### src/rtl/vram_scanout_reader_if.sv
// VRAM read port plus pixel output stream of the scanout reader.
// Ports: vram_addr/vram_data (registered read, 1-cycle latency); pix/pix_valid/pix_ready
//        stream with x/y position and sof/eol markers. Optional macro: VRAM_SCANOUT_PIXDBL_EN.
interface vram_scanout_reader_if #(
    parameter int ADDR_W     = 13,
    parameter int LINE_BYTES = 64,
    parameter int LINES      = 128
) ();
`ifdef VRAM_SCANOUT_PIXDBL_EN
    localparam int PH_W = 2;
`else
    localparam int PH_W = 1;
`endif
    localparam int X_W = $clog2(LINE_BYTES << PH_W);
    localparam int Y_W = $clog2(LINES);

    logic [ADDR_W-1:0] vram_addr;
    logic [7:0]        vram_data;
    logic [3:0]        pix;
    logic              pix_valid;
    logic              pix_ready;
    logic [X_W-1:0]    x;
    logic [Y_W-1:0]    y;
    logic              sof;
    logic              eol;

    modport master (
        output vram_addr, pix, pix_valid, x, y, sof, eol,
        input  vram_data, pix_ready
    );

    modport slave (
        input  vram_addr, pix, pix_valid, x, y, sof, eol,
        output vram_data, pix_ready
    );
endinterface

### src/rtl/vram_scanout_reader.sv
// Walks a frame of packed 4bpp VRAM bytes and streams pixel indices (low nibble first).
// Latency: first pixel valid 3 cycles after an accepted start; 1 pixel/clock sustained.
// Backpressure: 2-byte buffer, reads throttled by credit; outputs hold while !pix_ready.
// Ports: clk, rst (async active-high), start/abort/base control, busy/done status,
//        bus (master modport: VRAM read port + pixel stream).
// Optional macro VRAM_SCANOUT_PIXDBL_EN: each nibble emitted twice (horizontal doubling).
module vram_scanout_reader #(
    parameter int ADDR_W     = 13,
    parameter int LINE_BYTES = 64,
    parameter int LINES      = 128
) (
    input  logic              clk,
    input  logic              rst,
    input  logic              start,
    input  logic              abort,
    input  logic [ADDR_W-1:0] base,
    output logic              busy,
    output logic              done,
    vram_scanout_reader_if.master bus
);
`ifdef VRAM_SCANOUT_PIXDBL_EN
    localparam int PH_W = 2;   // four transfers per byte
`else
    localparam int PH_W = 1;   // two transfers per byte
`endif
    localparam int PPL   = LINE_BYTES << PH_W;
    localparam int X_W   = $clog2(PPL);
    localparam int Y_W   = $clog2(LINES);
    localparam int TOTAL = LINE_BYTES * LINES;
    localparam int RC_W  = $clog2(TOTAL + 1);

    typedef enum logic [1:0] {S_IDLE, S_RUN, S_DRAIN} state_t;

    state_t            state, state_nxt;
    logic              issue;
    logic [RC_W-1:0]   rd_cnt;
    logic              addr_vld;   // vram_addr holds a read this cycle
    logic              data_vld;   // vram_data carries our read this cycle
    logic [7:0]        buf_q [2];
    logic              wr_ptr, rd_ptr;
    logic [1:0]        cnt_q;
    logic [PH_W-1:0]   phase_q;
    logic [X_W-1:0]    x_q;
    logic [Y_W-1:0]    y_q;
    logic [7:0]        head;
    logic              xfer, pop, push, last_pix, x_end, y_end;
    logic [2:0]        occ;

    assign head     = buf_q[rd_ptr];
    assign x_end    = (x_q == X_W'(PPL - 1));
    assign y_end    = (y_q == Y_W'(LINES - 1));
    assign xfer     = bus.pix_valid && bus.pix_ready;
    assign pop      = xfer && (phase_q == '1);
    assign push     = data_vld;
    assign last_pix = xfer && x_end && y_end;

    // Bytes held or in flight once this cycle's pop retires; counting the pop
    // lets a new read launch early enough to avoid a bubble at 1 pixel/clock.
    assign occ = {1'b0, cnt_q} + {2'b0, addr_vld} + {2'b0, data_vld} - {2'b0, pop};

    always_ff @(posedge clk or posedge rst) begin
        if (rst) state <= S_IDLE;
        else     state <= state_nxt;
    end

    always_comb begin
        state_nxt = state;
        issue     = 1'b0;
        case (state)
            S_IDLE: begin
                if (start) begin
                    issue     = 1'b1;
                    state_nxt = S_RUN;
                end
            end
            S_RUN: begin
                if (occ < 3'd2) begin
                    issue = 1'b1;
                    if (rd_cnt == RC_W'(TOTAL - 1)) state_nxt = S_DRAIN;
                end
            end
            S_DRAIN: begin
                if (last_pix) state_nxt = S_IDLE;
            end
            default: state_nxt = S_IDLE;
        endcase
        if (abort) begin
            state_nxt = S_IDLE;
            issue     = 1'b0;
        end
    end

    always_ff @(posedge clk or posedge rst) begin
        if (rst) begin
            bus.vram_addr <= '0;
            rd_cnt        <= '0;
            addr_vld      <= 1'b0;
            data_vld      <= 1'b0;
            wr_ptr        <= 1'b0;
            rd_ptr        <= 1'b0;
            cnt_q         <= 2'd0;
            phase_q       <= '0;
            x_q           <= '0;
            y_q           <= '0;
            done          <= 1'b0;
        end else if (abort) begin
            // In-flight read data is dropped by clearing its qualifiers.
            addr_vld <= 1'b0;
            data_vld <= 1'b0;
            wr_ptr   <= 1'b0;
            rd_ptr   <= 1'b0;
            cnt_q    <= 2'd0;
            phase_q  <= '0;
            x_q      <= '0;
            y_q      <= '0;
            done     <= 1'b0;
        end else begin
            done     <= last_pix;
            addr_vld <= issue;
            data_vld <= addr_vld;
            if (issue) begin
                if (state == S_IDLE) begin
                    bus.vram_addr <= base;
                    rd_cnt        <= RC_W'(1);
                end else begin
                    bus.vram_addr <= bus.vram_addr + 1'b1;
                    rd_cnt        <= rd_cnt + 1'b1;
                end
            end
            if (push) wr_ptr <= ~wr_ptr;
            if (pop)  rd_ptr <= ~rd_ptr;
            cnt_q <= cnt_q + {1'b0, push} - {1'b0, pop};
            if (xfer) begin
                phase_q <= phase_q + 1'b1;
                if (x_end) begin
                    x_q <= '0;
                    y_q <= y_end ? '0 : y_q + 1'b1;
                end else begin
                    x_q <= x_q + 1'b1;
                end
            end
        end
    end

    // Storage needs no reset: entries are only read while counted valid.
    always_ff @(posedge clk) begin
        if (push) buf_q[wr_ptr] <= bus.vram_data;
    end

    assign busy          = (state != S_IDLE);
    assign bus.pix_valid = (cnt_q != 2'd0);
    assign bus.pix       = !bus.pix_valid ? 4'd0 :
                           (phase_q[PH_W-1] ? head[7:4] : head[3:0]);
    assign bus.x         = x_q;
    assign bus.y         = y_q;
    assign bus.sof       = bus.pix_valid && (x_q == '0) && (y_q == '0);
    assign bus.eol       = bus.pix_valid && x_end;
endmodule

### src/flat_wrapper.sv
// flat-port wrapper written by rule: the top's interface ports become plain ports
module vram_scanout_reader_flat 
#(
    parameter int ADDR_W     = 13,
    parameter int LINE_BYTES = 64,
    parameter int LINES      = 128
)
  (clk, rst, start, abort, base, busy, done, bus_vram_addr, bus_pix, bus_pix_valid, bus_x, bus_y, bus_sof, bus_eol, bus_vram_data, bus_pix_ready);
  vram_scanout_reader_if #(.ADDR_W(ADDR_W), .LINE_BYTES(LINE_BYTES), .LINES(LINES)) bus_i ();
  input  logic clk;
  input  logic rst;
  input  logic start;
  input  logic abort;
  input  logic [ADDR_W-1:0] base;
  output logic busy;
  output logic done;
  output wire logic [$bits(bus_i.vram_addr)-1:0] bus_vram_addr;
  output wire logic [$bits(bus_i.pix)-1:0] bus_pix;
  output wire logic [$bits(bus_i.pix_valid)-1:0] bus_pix_valid;
  output wire logic [$bits(bus_i.x)-1:0] bus_x;
  output wire logic [$bits(bus_i.y)-1:0] bus_y;
  output wire logic [$bits(bus_i.sof)-1:0] bus_sof;
  output wire logic [$bits(bus_i.eol)-1:0] bus_eol;
  input wire logic [$bits(bus_i.vram_data)-1:0] bus_vram_data;
  input wire logic [$bits(bus_i.pix_ready)-1:0] bus_pix_ready;
  assign bus_vram_addr = bus_i.vram_addr;
  assign bus_pix = bus_i.pix;
  assign bus_pix_valid = bus_i.pix_valid;
  assign bus_x = bus_i.x;
  assign bus_y = bus_i.y;
  assign bus_sof = bus_i.sof;
  assign bus_eol = bus_i.eol;
  assign bus_i.vram_data = bus_vram_data;
  assign bus_i.pix_ready = bus_pix_ready;
  vram_scanout_reader #(.ADDR_W(ADDR_W), .LINE_BYTES(LINE_BYTES), .LINES(LINES)) u_core (.clk(clk), .rst(rst), .start(start), .abort(abort), .base(base), .busy(busy), .done(done), .bus(bus_i));
endmodule
### config.mk
export PLATFORM = sky130hd
export DESIGN_NAME = vram_scanout_reader_flat
export DESIGN_NICKNAME = d
export VERILOG_FILES = /design/src/rtl/vram_scanout_reader_if.sv /design/src/rtl/vram_scanout_reader.sv /design/src/flat_wrapper.sv
export SDC_FILE = /design/constraint.sdc
export NUM_CORES = 1
export LEC_CHECK = 0
export ABC_AREA = 1
export CAP_MARGIN = 10
export CELL_PAD_IN_SITES_DETAIL_PLACEMENT = 0
export CELL_PAD_IN_SITES_GLOBAL_PLACEMENT = 1
export CORE_ASPECT_RATIO = 0.9
export CORE_MARGIN = 2
export CORE_UTILIZATION = 40
export CTS_CLUSTER_SIZE = 14
export DETAILED_ROUTE_END_ITERATION = 7
export MAX_ROUTING_LAYER = met4
export PLACE_DENSITY = 0.85
export SETUP_SLACK_MARGIN = 0.1
export SLEW_MARGIN = 20
export SYNTH_ARGS = -nofsm -noshare
export SYNTH_HDL_FRONTEND = slang
export SYNTH_SLANG_ARGS = --single-unit
### constraint.sdc
create_clock -name clk -period 3.3 [get_ports clk]
set_clock_uncertainty 0.15 [all_clocks]
set_input_delay 0.66 -clock clk [delete_from_list [all_inputs] [get_ports clk]]
set_output_delay 0.66 -clock clk [all_outputs]
set_load 0.02 [all_outputs]
==> results.toml, run 1 <==
[outcome]
status = "finished clean"

[sta]
worst_slack_ns = 0.09550
rsz0062_at_grt = "no"
maxSlewViolCount = 0
relSlewSlack = 0.5375
setup_viol = 0
worst_pin_slew_ns = 0.6912
tns_ns = 0
fin_crit_sh = 0.9711
fmax_ghz = 0.3121
hold_ws_ns = 0.3561
period_minus_slack_ns = 3.204
finalHoldViolCount = 0

[clock_network]
clk_latency_ns = 0.34
cts_tree = "yes"
root_buffer = "clkbuf_8"
clk_pin_slew_ns = 0.07
cts.sinks = 67
cts_inserted_buffers = 9
clockBufferDepth = 2
h-tree-depth = 3

[route]
wire_per_inst_um = 13.30
dr_total_vias = 3498
wl_um = 9281
drt_iter0_markers = 184
drc = 0
postRouteAntennaNets = 0
viasPerCell = 5.011
drtPass1Iterations = 5

[global_route]
grt.total_usage = 0.1983
first_global_vias = 3416
antenna_found_initial = 0
grt_first_pass_wirelength_um = 15680
overflow = 0
grt_max_degree = 24

[placement]
dpl.cell_count = 664
dp_hpwl_um = 6369
place_area_mm2 = 0.004592
dp_slack_ns = -0.3478
gp_congestion = 0.8751
portBuffers = 61

[critical_path]
slowest_stage = "dlygate4sd2_1"
path_class = "in -> reg"
crit_family = "buffers and inverters"
max_stage_delay_ns = 0.25
worst_ep_arrival_time_ns = 3.27
worstPathCellList = "dlygate4sd2_1, inv_2, nor2_4, nand2_2, inv_1, buf_4, buf_4, buf_4, buf_4, buf_4, buf_4, buf_4, buf_4, buf_4, buf_4, buf_4, buf_4, buf_4, buf_4, buf_4, buf_4, nand3_2, o21ai_2"
cp-start-kind = "input port"
cp_num_buf_inv = 19
worstPathRequired_ns = 3.37
crit_top_cell = "buf_4"
path_max_fanout = 2
crit_path_end_kind = "flop"

[yosys]
yosysWarningCount = 0
syn_area_mm2 = 0.003800
syn-instance-count = 479
syn_nets = 516
avgSynthCellArea_um2 = 7.933
ys_ff_latch = 67
yosys.cell_types.count = 38
seq_area_frac_synth = 0.4623

[floorplanning]
die-area_mm2 = 0.01030
initial_utilization = 0.4146
row_count = 33
core_area_mm2 = 0.009166
die_x_um = 106.7
fp.dieH_um = 96.47
io_pins = 62

[power]
ir_worst_vdd_mv = 0.3104
powerDensity_mw_per_mm2 = 481.3
p_leak_nw = 2.262
p_total_mw = 2.373

[layout]
fin_util = 0.5379
final_cell_area_mm2 = 0.004931
areaGrowthSynthToFinish_pct = 29.77
finalNonFillerCells = 698
drive_gt1_frac = 0.1302
antenna_cells = 0
final_nets = 609

[flow_run]
cap_viol_max_count = 0

[hold_path]
hp-class = "reg -> reg"
[state kept, by name, summed over array words and instances (netlist names)]
name and flops:
u_core.addr_vld 1, u_core.buf_q 16, u_core.bus.vram_addr 13, u_core.bus.x 7
u_core.bus.y 7, u_core.cnt_q 2, u_core.data_vld 1, u_core.done 1
u_core.phase_q 1, u_core.rd_cnt 14, u_core.rd_ptr 1, u_core.state 2
u_core.wr_ptr 1
[routing by layer]
metal / global-route usage / vias up / part of all wire
met4: 0.05952 / 0 / 0.013
met2: 0.3264 / 95 / 0.48
met3: 0.04628 / 15 / 0.041
met1: 0.2465 / 1636 / 0.47
li1: - / 1752 / -
met5: - / - / 0
[final timing paths]
check                                                       to  cells after the start  slack [ns]                      start
max                                  u_core.rd_ptr$_DFFE_PP0P_                     23         0.1              bus_pix_ready
max in group asynchronous         u_core.rd_cnt[7]$_DFFE_PP0P_                      3        1.93                        rst
min                                  u_core.data_vld$_DFF_PP0_                      2        0.36  u_core.addr_vld$_DFF_PP0_
max reg2reg                          u_core.rd_ptr$_DFFE_PP0P_                     22        0.14  u_core.cnt_q[1]$_DFF_PP0_
min reg2reg                          u_core.data_vld$_DFF_PP0_                      2        0.36  u_core.addr_vld$_DFF_PP0_
min in group asynchronous  u_core.bus.vram_addr[3]$_DFFE_PP0P_                      2        0.47                        rst
[timing repair]
item	in CTS	in global routing
gates resized for setup	8	4
gates cloned	1	0
setup buffers	16	2
setup endpoints to repair	29	23
hold buffers	0	0
pin swaps	1	1
[placed cells by master (no fill, tap or decap), types with 2 or more instances in the layout]
cell type / Yosys / final
nand2_1: 122 / 120
nor2_1: 74 / 74
clkdlybuf4s50_1: 0 / 60
inv_1: 55 / 52
dfrtp_1: 51 / 51
nand3_1: 40 / 39
buf_4: 0 / 26
o21ai_0: 26 / 25
nand4_1: 23 / 23
edfxtp_1: 16 / 16
ha_1: 10 / 10
a21oi_1: 9 / 9
clkbuf_8: 0 / 9
nor3_1: 5 / 5
nor2_2: 5 / 4
or2_2: 4 / 4
xor2_1: 3 / 3
inv_2: 0 / 3
nor2_4: 2 / 3
nand2_2: 1 / 3
o21ai_2: 2 / 3
a21o_1: 3 / 3
a31oi_2: 3 / 3
nand2_4: 1 / 2
o21bai_1: 2 / 2
clkinvlp_4: 0 / 2
clkinv_2: 0 / 2
buf_12: 0 / 2
[final cells by class]
cell class,count,area [µm²]
Clock inverter,6,42.54
Fill cell,864,4235
Inverter,56,217.7
Sequential cell,67,1757
Timing Repair Buffer,90,855.8
Clock buffer,9,123.9
Multi-Input combinational cell,348,1782
Tap cell,122,152.6
[synth_stat cells]
| library cell | n | area, µm² |
|---|---|---|
| nor3_4 | 1 | 16.27 |
| buf_2 | 3 | 15.01 |
| a31oi_1 | 1 | 6.260 |
| nor2_2 | 5 | 31.28 |
| nor2_1 | 74 | 277.8 |
| nand2_2 | 1 | 6.260 |
| inv_1 | 55 | 206.5 |
| nor3_1 | 5 | 25.02 |
| or2_2 | 4 | 25.02 |
| o21ai_1 | 1 | 5.000 |
| a21oi_2 | 1 | 8.760 |
| nand2_1 | 122 | 457.9 |
| nand3_1 | 40 | 200.2 |
| clkbuf_1 | 1 | 3.750 |
| a31oi_2 | 3 | 37.54 |
| nand3b_1 | 1 | 7.510 |
| ha_1 | 10 | 125.1 |
| nand2_4 | 1 | 11.26 |
| nand2_8 | 1 | 20.02 |
| a22oi_1 | 1 | 7.510 |
| fa_1 | 1 | 20.02 |
| xnor2_1 | 1 | 8.760 |
| o21bai_1 | 2 | 15.01 |
| buf_6 | 4 | 45.04 |
| a21oi_1 | 9 | 45.04 |
| o22ai_1 | 1 | 6.260 |
| edfxtp_1 | 16 | 480.5 |
| inv_4 | 1 | 6.260 |
| xor2_1 | 3 | 26.28 |
| o21ai_2 | 2 | 17.52 |
| dfrtp_1 | 51 | 1276 |
| nor2_4 | 2 | 22.52 |
| nand4_1 | 23 | 143.9 |
| a21o_1 | 3 | 22.52 |
| o21ai_0 | 26 | 130.1 |
| buf_8 | 1 | 15.01 |
| o211ai_1 | 1 | 7.510 |
| nand3_4 | 1 | 17.52 |
[worst reg2reg max path: cells and delay by family, from the launching register on]
kind                   cells  cell delay (ns)
AOI/OAI and AO/OA          1             0.06
buffers and inverters     17             2.03
and+or+nand+nor            4             0.35
DFF                        1             0.44
[report_power, final]
group | internal, mW | total [mW] | switching [mW]
Clock | 0.269 | 0.590 | 0.321
Combinational | 0.312 | 0.705 | 0.392
Sequential | 0.943 | 1.08 | 0.136
Total | 1.52 | 2.37 | 0.849
[logic make-up (layout without fill, tap and decap cells)]
group           count (synthesis)  after routing  share of synthesized area
compound gates                 51             51                    0.08133
xor+xnor                        4              4                   0.009221
fa+ha+maj                      11             11                    0.03820
buf+inv                        65            161                    0.07672
flops                          67             67                     0.4623
simple gates                  281            282                     0.3322
Note: power is estimated with default switching activity, not from simulation.
==> inputs of run 2 (changes only) <==
--- a/config.mk
+++ b/config.mk
@@ -6,7 +6,6 @@
 export NUM_CORES = 1
 export LEC_CHECK = 0
 export ABC_AREA = 1
-export CAP_MARGIN = 10
 export CELL_PAD_IN_SITES_DETAIL_PLACEMENT = 0
 export CELL_PAD_IN_SITES_GLOBAL_PLACEMENT = 1
 export CORE_ASPECT_RATIO = 0.9
==> results of run 2 <==
The final DEF is identical to that of run 1; final timing and power are the same.
